===== config.mk =====
export PLATFORM = sky130hd
export DESIGN_NAME = mul_dot_accumulator
export DESIGN_NICKNAME = d
export VERILOG_FILES = /design/src/rtl/mul_acc_pkg.sv /design/src/rtl/mul_acc_sat_adder.sv /design/src/rtl/mul_dot_accumulator.sv
export SDC_FILE = /design/constraint.sdc
export NUM_CORES = 1
export LEC_CHECK = 0
export CORE_ASPECT_RATIO = 1.5
export CORE_MARGIN = 5
export CORE_UTILIZATION = 40
export DETAILED_ROUTE_END_ITERATION = 7
export GPL_ROUTABILITY_DRIVEN = 1
export SKIP_LAST_GASP = 1
export SLEW_MARGIN = 20
export SYNTH_ARGS = -nofsm -noshare
export SYNTH_HDL_FRONTEND = slang
export SYNTH_SLANG_ARGS = --single-unit

===== constraint.sdc =====
create_clock -name clk -period 11.4 [get_ports clk]
set_input_delay 1.71 -clock clk [delete_from_list [all_inputs] [get_ports clk]]
set_output_delay 1.71 -clock clk [all_outputs]
set_load 0.005 [all_outputs]

===== src/rtl/mul_acc_pkg.sv =====
// Shared definitions for the product accumulator: FSM states, default widths,
// and the saturation bounds as functions of the accumulator width.
package mul_acc_pkg;

    typedef enum logic [1:0] {
        IDLE  = 2'd0,
        ACCUM = 2'd1,
        DONE  = 2'd2
    } acc_state_t;

    localparam int PROD_W_DEF = 64;
    localparam int ACC_W_DEF  = 72;
    localparam int CNT_W_DEF  = 8;

    // Bounds are built in a generously wide vector and sliced by the user to ACC_W.
    localparam int SAT_FN_W = 256;

    function automatic logic [SAT_FN_W-1:0] sat_min(input int acc_w);
        return SAT_FN_W'(1) << (acc_w - 1);
    endfunction

    function automatic logic [SAT_FN_W-1:0] sat_max(input int acc_w);
        return sat_min(acc_w) - SAT_FN_W'(1);
    endfunction

endpackage


===== src/rtl/mul_acc_sat_adder.sv =====
// Combinational signed adder with overflow detect and optional clamp to the
// most positive / most negative ACC_W-bit value.
module mul_acc_sat_adder
    import mul_acc_pkg::*;
#(
    parameter int ACC_W    = ACC_W_DEF,
    parameter bit SATURATE = 1'b1
) (
    input  logic [ACC_W-1:0] a,
    input  logic [ACC_W-1:0] b,
    output logic [ACC_W-1:0] sum,
    output logic             ovf
);

    localparam logic [SAT_FN_W-1:0] MAX_FULL = sat_max(ACC_W);
    localparam logic [SAT_FN_W-1:0] MIN_FULL = sat_min(ACC_W);
    localparam logic [ACC_W-1:0]    SAT_MAX  = MAX_FULL[ACC_W-1:0];
    localparam logic [ACC_W-1:0]    SAT_MIN  = MIN_FULL[ACC_W-1:0];

    logic [ACC_W-1:0] raw;

    // Overflow direction follows the shared operand sign.
    always_comb begin
        raw = a + b;
        ovf = (a[ACC_W-1] == b[ACC_W-1]) && (raw[ACC_W-1] != a[ACC_W-1]);
        sum = raw;
        if (SATURATE && ovf) begin
            sum = a[ACC_W-1] ? SAT_MIN : SAT_MAX;
        end
    end

endmodule


===== src/rtl/mul_dot_accumulator.sv =====
// Accumulates a programmed-length run of signed products into a wide sum and
// presents the final value on a valid/ready output register.
module mul_dot_accumulator
    import mul_acc_pkg::*;
#(
    parameter int PROD_W   = PROD_W_DEF,
    parameter int ACC_W    = ACC_W_DEF,
    parameter int CNT_W    = CNT_W_DEF,
    parameter bit SATURATE = 1'b1
) (
    input  logic              clk,
    input  logic              reset,
    input  logic              en,
    input  logic              start,
    input  logic [CNT_W-1:0]  length,
    input  logic              in_valid,
    input  logic [PROD_W-1:0] product,
    output logic              out_valid,
    input  logic              out_ready,
    output logic [ACC_W-1:0]  result,
    output logic              overflow,
    output logic              busy,
    output logic              drop
);

    acc_state_t       state;
    logic [ACC_W-1:0] acc;
    logic [CNT_W-1:0] count;
    logic [CNT_W-1:0] run_len;
    logic [CNT_W-1:0] count_next;
    logic [ACC_W-1:0] prod_ext;
    logic [ACC_W-1:0] sum;
    logic             step_ovf;
    logic             start_ok;

    assign prod_ext   = ACC_W'($signed(product));
    assign count_next = count + CNT_W'(1);

    // A new run is taken from IDLE, or from DONE in the same cycle the result is handed off.
    assign start_ok = start && ((state == IDLE) || ((state == DONE) && out_ready));

    assign drop = en && !reset && in_valid && (state != ACCUM);

    mul_acc_sat_adder #(
        .ACC_W    (ACC_W),
        .SATURATE (SATURATE)
    ) u_adder (
        .a   (acc),
        .b   (prod_ext),
        .sum (sum),
        .ovf (step_ovf)
    );

    always_ff @(posedge clk or posedge reset) begin
        if (reset) begin
            state     <= IDLE;
            acc       <= '0;
            count     <= '0;
            run_len   <= '0;
            result    <= '0;
            out_valid <= 1'b0;
            overflow  <= 1'b0;
            busy      <= 1'b0;
        end else if (en) begin
            if (start_ok) begin
                overflow <= 1'b0;
                if (length != '0) begin
                    acc       <= '0;
                    count     <= '0;
                    run_len   <= length;
                    state     <= ACCUM;
                    busy      <= 1'b1;
                    out_valid <= 1'b0;
                end else begin
                    result    <= '0;
                    state     <= DONE;
                    busy      <= 1'b0;
                    out_valid <= 1'b1;
                end
            end else begin
                case (state)
                    ACCUM: begin
                        if (in_valid) begin
                            acc      <= sum;
                            count    <= count_next;
                            overflow <= overflow | step_ovf;
                            if (count_next == run_len) begin
                                result    <= sum;
                                state     <= DONE;
                                busy      <= 1'b0;
                                out_valid <= 1'b1;
                            end
                        end
                    end
                    DONE: begin
                        if (out_ready) begin
                            state     <= IDLE;
                            out_valid <= 1'b0;
                        end
                    end
                    default: begin
                        state <= IDLE;
                    end
                endcase
            end
        end
    end

endmodule


==> results.md, run 1 <==
- Status: finished clean
- Synth Register Bits: 165
- Gr usage total: 21.89%
- WHS Endpoint: result[34]$_DFFE_PP0P_
- Top FF cell, synth: dfrtp_1
- Fin area: 13400 sq um
- LEAKAGE: 5.912 nW
- Slew HR: 26.16%
- Most used routing layer: met2
- Worst slew pin tran: 1.105 ns
- Vias per inst: 5.682
- Hold path start: result[34]$_DFFE_PP0P_
- Max Slew Vio Count: 0
- Setup ws final: 5.392 ns
- Commonest cells post-synth: nand2_1 (215), dfrtp_1 (165), o21ai_0 (109)
- Post-Place Cells: 1707
- Cts repair resizes: 0
- # port buffers: 153
- Post-synth net total: 1432
- Num CTS Buffers: 17
- Asr flop ratio synth: 100.0%
- Dpl hpwl: 25.47 mm
- Post-DP Area: 12690 sq um
- Die ar.: 30960 sq um
- Final setup fails: 0
- CTS sink count: 165
- Number of global-route vias before repair: 10.19k
- Fraction of layout cells with a size suffix above 1: 5.086%
- # Max-Cap Violations: 0
- Worst endpoint required time: 11.74 ns
- CP Data Arrival Time: 6.35 ns
- EDFF count, synth: 0
- Std-Cell Rows: 74
- CTS Root Buffer Type: clkbuf_16
- Die Y: 213.0 microns
- Netlist cell types: 77
- CP Launch Type: input port
- Unrepaired setup endpoints after global routing: no
- H-tree Lvls: 4
- Fin. Hold Viols: 0
- Drt first-iter violations: 429
- Synth warnings: 0
- Fillcell total: 2739
- Core Footprint: 27220 sq um
- Remaining Overflow, GRT: 0
- Synth top area cells: dfrtp_1 (38%), ha_1 (8.2%), nand2_1 (7.3%), o21ai_0 (5.0%), xnor2_1 (4.1%)
- Sequential-to-total area share from yosys stat: 37.57%
- First-pass GRT wire length: 54.63 mm
- Clock Latency Late Sink: 0.45 ns
- Vias: 9876
- CTS Buffer Depth: 2
- Tcrit/Tclk final: 52.70%
- Hold path depth: 2
- M3 GR Usage: 3.227%
- DR WL/cell: 19.54 microns
- Total I/O pin count: 154
- Flop2flop setup slack: 6.72 ns
- Tot Pwr: 3.434 mW
- Count leader, synth: nand2_1
- Critical Path End Type: flop
- Yosys top cell by area: dfrtp_1
- DP Worst Slack: 4.952 ns
- CP Cell Sequence: clkdlybuf4s50_1, ha_1, o211ai_1, o21ai_1, o2111ai_1, a21oi_1, o211ai_2, a21oi_4, a41oi_4, a21oi_4, nand2_1, o21ai_1
- Critical Path Fanout Max: 36
- Ant diodes: 0
- Setup TNS: 0 ns
- Initial Util: 40.38%
- DRT Wirelength: 33.96 mm
- Sequential Area: 4129 sq um
- RR Endpoint: result[44]$_DFFE_PP0P_
- Crit Path Class: input port to flop
- Max Fclk: 0.1664 GHz
- Multi-input logic area: 6487 sq um
- Met1 global-route usage: 24.71%
- Finished Core Util: 49.24%
- Largest net degree at the start of global routing: 103
- Critical path's largest stage delay: 0.93 ns
- Antenna violations before repair: 0
- PwrDens: 256.2 nW/um^2
- Syn avg cell area: 8.580 sq um
- Drt drc: 0
- Synth top area share: 37.57%
- Post-route ant nets: 0
- Cells on worst reg2reg path: 11
- Die W: 145.3 microns
- Worst VDD drop: 0.1384 mV
- Clk slew on worst S/H paths: 0.06 ns
- Finished Layout Cells: 1738
- CTS tree: built
- Final min period: 6.008 ns
- Drt pass-1 iters: 5
- FF-to-FF Start: acc[2]$_DFFE_PP0P_
- CTS Hold Buffers Added: 0
- Post-Syn Instances: 1281
- Synthesis-to-layout area growth: 21.95%
- Setup Fix Bufs, Post-CTS: 0
- Routability cong.: 0.9268
- Critical Path Slowest Stage Cell: a21oi_4
- Clock skew: 0.01486 ns
- Hold_ws: 0.4789 ns
- Met2 Use GR: 41.31%
- Hold Path Class: flop to flop
- Layout Nets: 1535
- Synth Cell Area: 10990 sq um
[cell type report]
type | instances | area share (%)
multi-input combinational | 1019 | 48.40
sequential | 165 | 30.81
timing repair buffer | 157 | 11.65
clock buffer | 19 | 3.379
tap | 342 | 3.193
clock inverter | 12 | 1.858
inverter | 24 | 0.7095
[flip-flops by register name (all words and copies together) (netlist names)]
| name | cells |
|---|---|
| run_len | 8 |
| overflow | 1 |
| busy | 1 |
| count | 8 |
| acc | 72 |
| result | 72 |
| out_valid | 1 |
| state | 2 |
[where the power goes]
| part | internal, mW | leakage [nW] | total, mW | switching, mW |
|---|---|---|---|---|
| Clock | 0.444 | 0.340 | 0.697 | 0.252 |
| Combinational | 0.732 | 3.41 | 1.94 | 1.21 |
| Sequential | 0.715 | 2.17 | 0.799 | 0.0848 |
[worst max-delay path: cells and delay by family]
kind            cells  cell delay [ns]
simple gates        1             0.82
fa+ha+maj           1             0.37
compound gates      9             2.99
buf+inv             1             0.43
[cells by family after synthesis]
family          count (synthesis)  share of synthesized area, %
fa+ha+maj                      73                         8.379
compound gates                462                         26.72
flops                         165                         37.57
mux                            13                         1.355
simple gates                  391                         15.85
xor+xnor                       80                         6.375
buf+inv                        97                         3.757
[worst max-delay path by stage]
stage	start	to	slack (ns)	cells past startpoint
floorplan	reset	acc[0]$_DFFE_PP0P_	5.23	1
global placement	product[4]	acc[36]$_DFFE_PP0P_	5.05	12
detailed placement	product[2]	acc[61]$_DFFE_PP0P_	4.95	12
CTS	product[4]	acc[61]$_DFFE_PP0P_	5.39	12
global route	product[2]	result[52]$_DFFE_PP0P_	5.03	12
finish	product[4]	result[44]$_DFFE_PP0P_	5.39	12
[routing by layer]
metal / part of all wire (%) / wire length, microns
met1: 40 / 13540
met2: 54 / 18210
met3: 3.2 / 1085
met4: 3.3 / 1124
met5: 0 / 0
[cells in the final DEF, fill, tap and decap left out, types with 37 or more instances in the layout]
master / instances
ha_1: 72
clkdlybuf4s50_1: 153
a22o_1: 37
o21ai_0: 109
nand2_1: 214
nor2_1: 69
dfrtp_1: 165
xnor2_1: 52
o21ai_1: 82
a21oi_1: 90
No activity file was read; power rests on OpenSTA's default activity.
==> inputs of run 2 (changes only) <==
- clock period: 11.4 -> 4.8 ns (I/O delays scaled with it)
==> results.md, run 2 (synthesis gave the netlist of run 1 again) <==
- Status: finished clean
- CTS Hold Buffers Added: 0 (unchanged)
- Die ar.: 30960 sq um (unchanged)
- Tcrit/Tclk final: 85.31%
- Cells on worst reg2reg path: 11 (unchanged)
- First-pass GRT wire length: 55.72 mm (+2.0%)
- Cts repair resizes: 0 (unchanged)
- Worst endpoint required time: 5.13 ns (-6.61 ns)
- Metal3 WL: 1.079 mm (-0.55%)
- CTS sink count: 165 (unchanged)
- WHS Endpoint: result[37]$_DFFE_PP0P_
- Die W: 145.3 microns (unchanged)
- Final setup fails: 0 (unchanged)
- DRT Wirelength: 34.91 mm (+2.8%)
- Max Slew Vio Count: 0 (unchanged)
- Number of global-route vias before repair: 10.38k (+1.8%)
- Highest routed layer: met4
- Crit path max-delay family: compound AO/OA/AOI/OAI gates
- CTS Root Buffer Type: clkbuf_16
- Hold path start: result[37]$_DFFE_PP0P_
- Synthesis-to-layout area growth: 22.98%
- Hold Path Class: flop to flop
- Setup Fix Bufs, Post-CTS: 0 (unchanged)
- CP Cell Sequence: clkdlybuf4s50_1, ha_1, a211oi_1, o21ai_1, o2111ai_1, a21oi_1, o211ai_2, a21oi_4, a41oi_4, mux2_4, nor4_4, o21ai_1
- Initial Util: 40.38% (unchanged)
- Drt first-iter violations: 566 (+32%)
- Core Footprint: 27220 sq um (unchanged)
- RR Endpoint: result[68]$_DFFE_PP0P_
- Flop2flop setup slack: 1.07 ns (-5.65 ns)
- Met2 WL: 18.58 mm (+2.0%)
- Die Y: 213.0 microns (unchanged)
- Hold path depth: 2 (unchanged)
- CP Data Arrival Time: 4.42 ns (-1.93 ns)
- # port buffers: 153 (unchanged)
- Remaining Overflow, GRT: 0 (unchanged)
- Std-Cell Rows: 74 (unchanged)
- Leading registers by flop count: acc (72), result (72)
- Drt drc: 0 (unchanged)
- CP Launch Type: input port
- Routed met1 length: 13.85 mm (+2.2%)
- Critical Path End Type: flop
- Fin. Hold Viols: 0 (unchanged)
- Finished Core Util: 49.66% (+0.42 points)
- CTS tree: built
- Crit path top cell by count: o21ai_1
- PwrDens: 592.6 nW/um^2 (+130%)
- Clock skew: 0.01119 ns (-0.003666 ns)
- Post-route ant nets: 0 (unchanged)
- Worst VDD drop: 0.3151 mV (+130%)
- Clk slew on worst S/H paths: 0.06 ns (about the same)
- Critical Path Fanout Max: 48 (+33%)
- Vias per inst: 5.646 (-0.64%)
- # Max-Cap Violations: 0 (unchanged)
- Crit Path Class: input port to flop
- Num CTS Buffers: 17 (unchanged)
- WP buf/inv: 1 (unchanged)
- FF-to-FF Start: acc[1]$_DFFE_PP0P_
- Max Fclk: 0.2442 GHz
- Vias: 9960 (+0.85%)
- Setup TNS: 0 ns (unchanged)
- CTS Buffer Depth: 2 (unchanged)
- Critical path's largest stage delay: 0.58 ns (-0.35 ns)
- Total I/O pin count: 154 (unchanged)
- Ant diodes: 0 (unchanged)
- Antenna violations before repair: 0 (unchanged)
- Largest net degree at the start of global routing: 63 (-39%)
- Most common cell after layout, fill and taps aside: nand2_1
- Dpl hpwl: 26.91 mm (+5.7%)
- Layout Nets: 1564 (+1.9%)
- Slew HR: 56.37% (+30 points)
- Fraction of layout cells with a size suffix above 1: 6.681% (+1.6 points)
- LEAKAGE: 5.993 nW (+1.4%)
- Gr usage total: 22.48% (+0.59 points)
- Drt pass-1 iters: 7 (+2)
- DR WL/cell: 19.79 microns (+1.3%)
- Worst slew pin tran: 0.6476 ns (-0.4576 ns)
- Routability cong.: 0.9412 (+1.6%)
- Clock Latency Late Sink: 0.45 ns (about the same)
- Fillcell total: 2674 (-2.4%)
- Unrepaired setup endpoints after global routing: no
- Most frequent cells in the layout: nand2_1 (214), dfrtp_1 (165), clkdlybuf4s50_1 (153)
- Final min period: 4.095 ns
- Critical Path Slowest Stage Cell: mux2_4
- H-tree Lvls: 4 (unchanged)
run 2: where the power goes:
group / internal [mW] / total, mW / switching, mW / leakage [nW]
combinational: 1.83 / 4.71 / 2.88 / 3.56
clock: 0.806 / 1.39 / 0.584 / 0.271
sequential: 1.70 / 1.91 / 0.210 / 2.17
total: 4.33 / 8.01 / 3.68 / 5.99
run 2: stage by stage:
| stage | area [sq um] | hold WS [ns] | total power, mW | worst slack [ns] | std cells |
|---|---|---|---|---|---|
| 2_1_floorplan | 10990 | 0.4428 | 5.323 | 1.308 | 1281 |
| 3_3_place_gp | 12930 | 0.4608 | 6.595 | 0.3309 | 1735 |
| 3_5_place_dp | 12930 | 0.4701 | 6.598 | 0.2592 | 1735 |
| 4_1_cts | 13500 | 0.4837 | 8.025 | 0.7150 | 1763 |
| 5_1_grt | 13520 | 0.4992 | 8.617 | 0.4534 | 1764 |
| 6_report | 13520 | 0.4751 | 8.010 | 0.7053 | 1764 |
run 2: worst max path at each step:
| stage | depth (start not counted) | from | endpoint | slack (ns) |
|---|---|---|---|---|
| global route | 12 | product[1] | acc[39]$_DFFE_PP0P_ | 0.45 |
| detailed placement | 12 | product[1] | result[68]$_DFFE_PP0P_ | 0.26 |
| CTS | 15 | product[0] | result[68]$_DFFE_PP0P_ | 0.72 |
| finish | 12 | product[1] | result[68]$_DFFE_PP0P_ | 0.71 |
| floorplan | 14 | product[0] | result[68]$_DFFE_PP0P_ | 1.31 |
| global placement | 12 | product[1] | result[68]$_DFFE_PP0P_ | 0.33 |
run 2: metal layers:
| metal | up-vias | track usage (%) |
|---|---|---|
| met5 | - | 0 |
| met4 | 0 | 9.720 |
| met3 | 84 | 3.100 |
| met2 | 254 | 42.37 |
| met1 | 4747 | 25.23 |
| li1 | 4875 | - |
run 2: tightest hold or removal path: cells and delay by family (launching register included):
family             cells  cell delay, ns
DFF                    1            0.34
AOI/OAI and AO/OA      1            0.06
and+or+nand+nor        1            0.04
run 2: layout make-up:
| class | count | area (sq um) | area share (%) |
|---|---|---|---|
| Clock inverter | 9 | 132.6 | 0.9812 |
| Inverter | 24 | 93.84 | 0.6943 |
| Clock buffer | 19 | 432.9 | 3.203 |
| Timing Repair Buffer | 186 | 1829 | 13.53 |
| Multi-Input combinational cell | 1019 | 6471 | 47.88 |
| Sequential cell | 165 | 4129 | 30.55 |
| Tap cell | 342 | 427.9 | 3.166 |
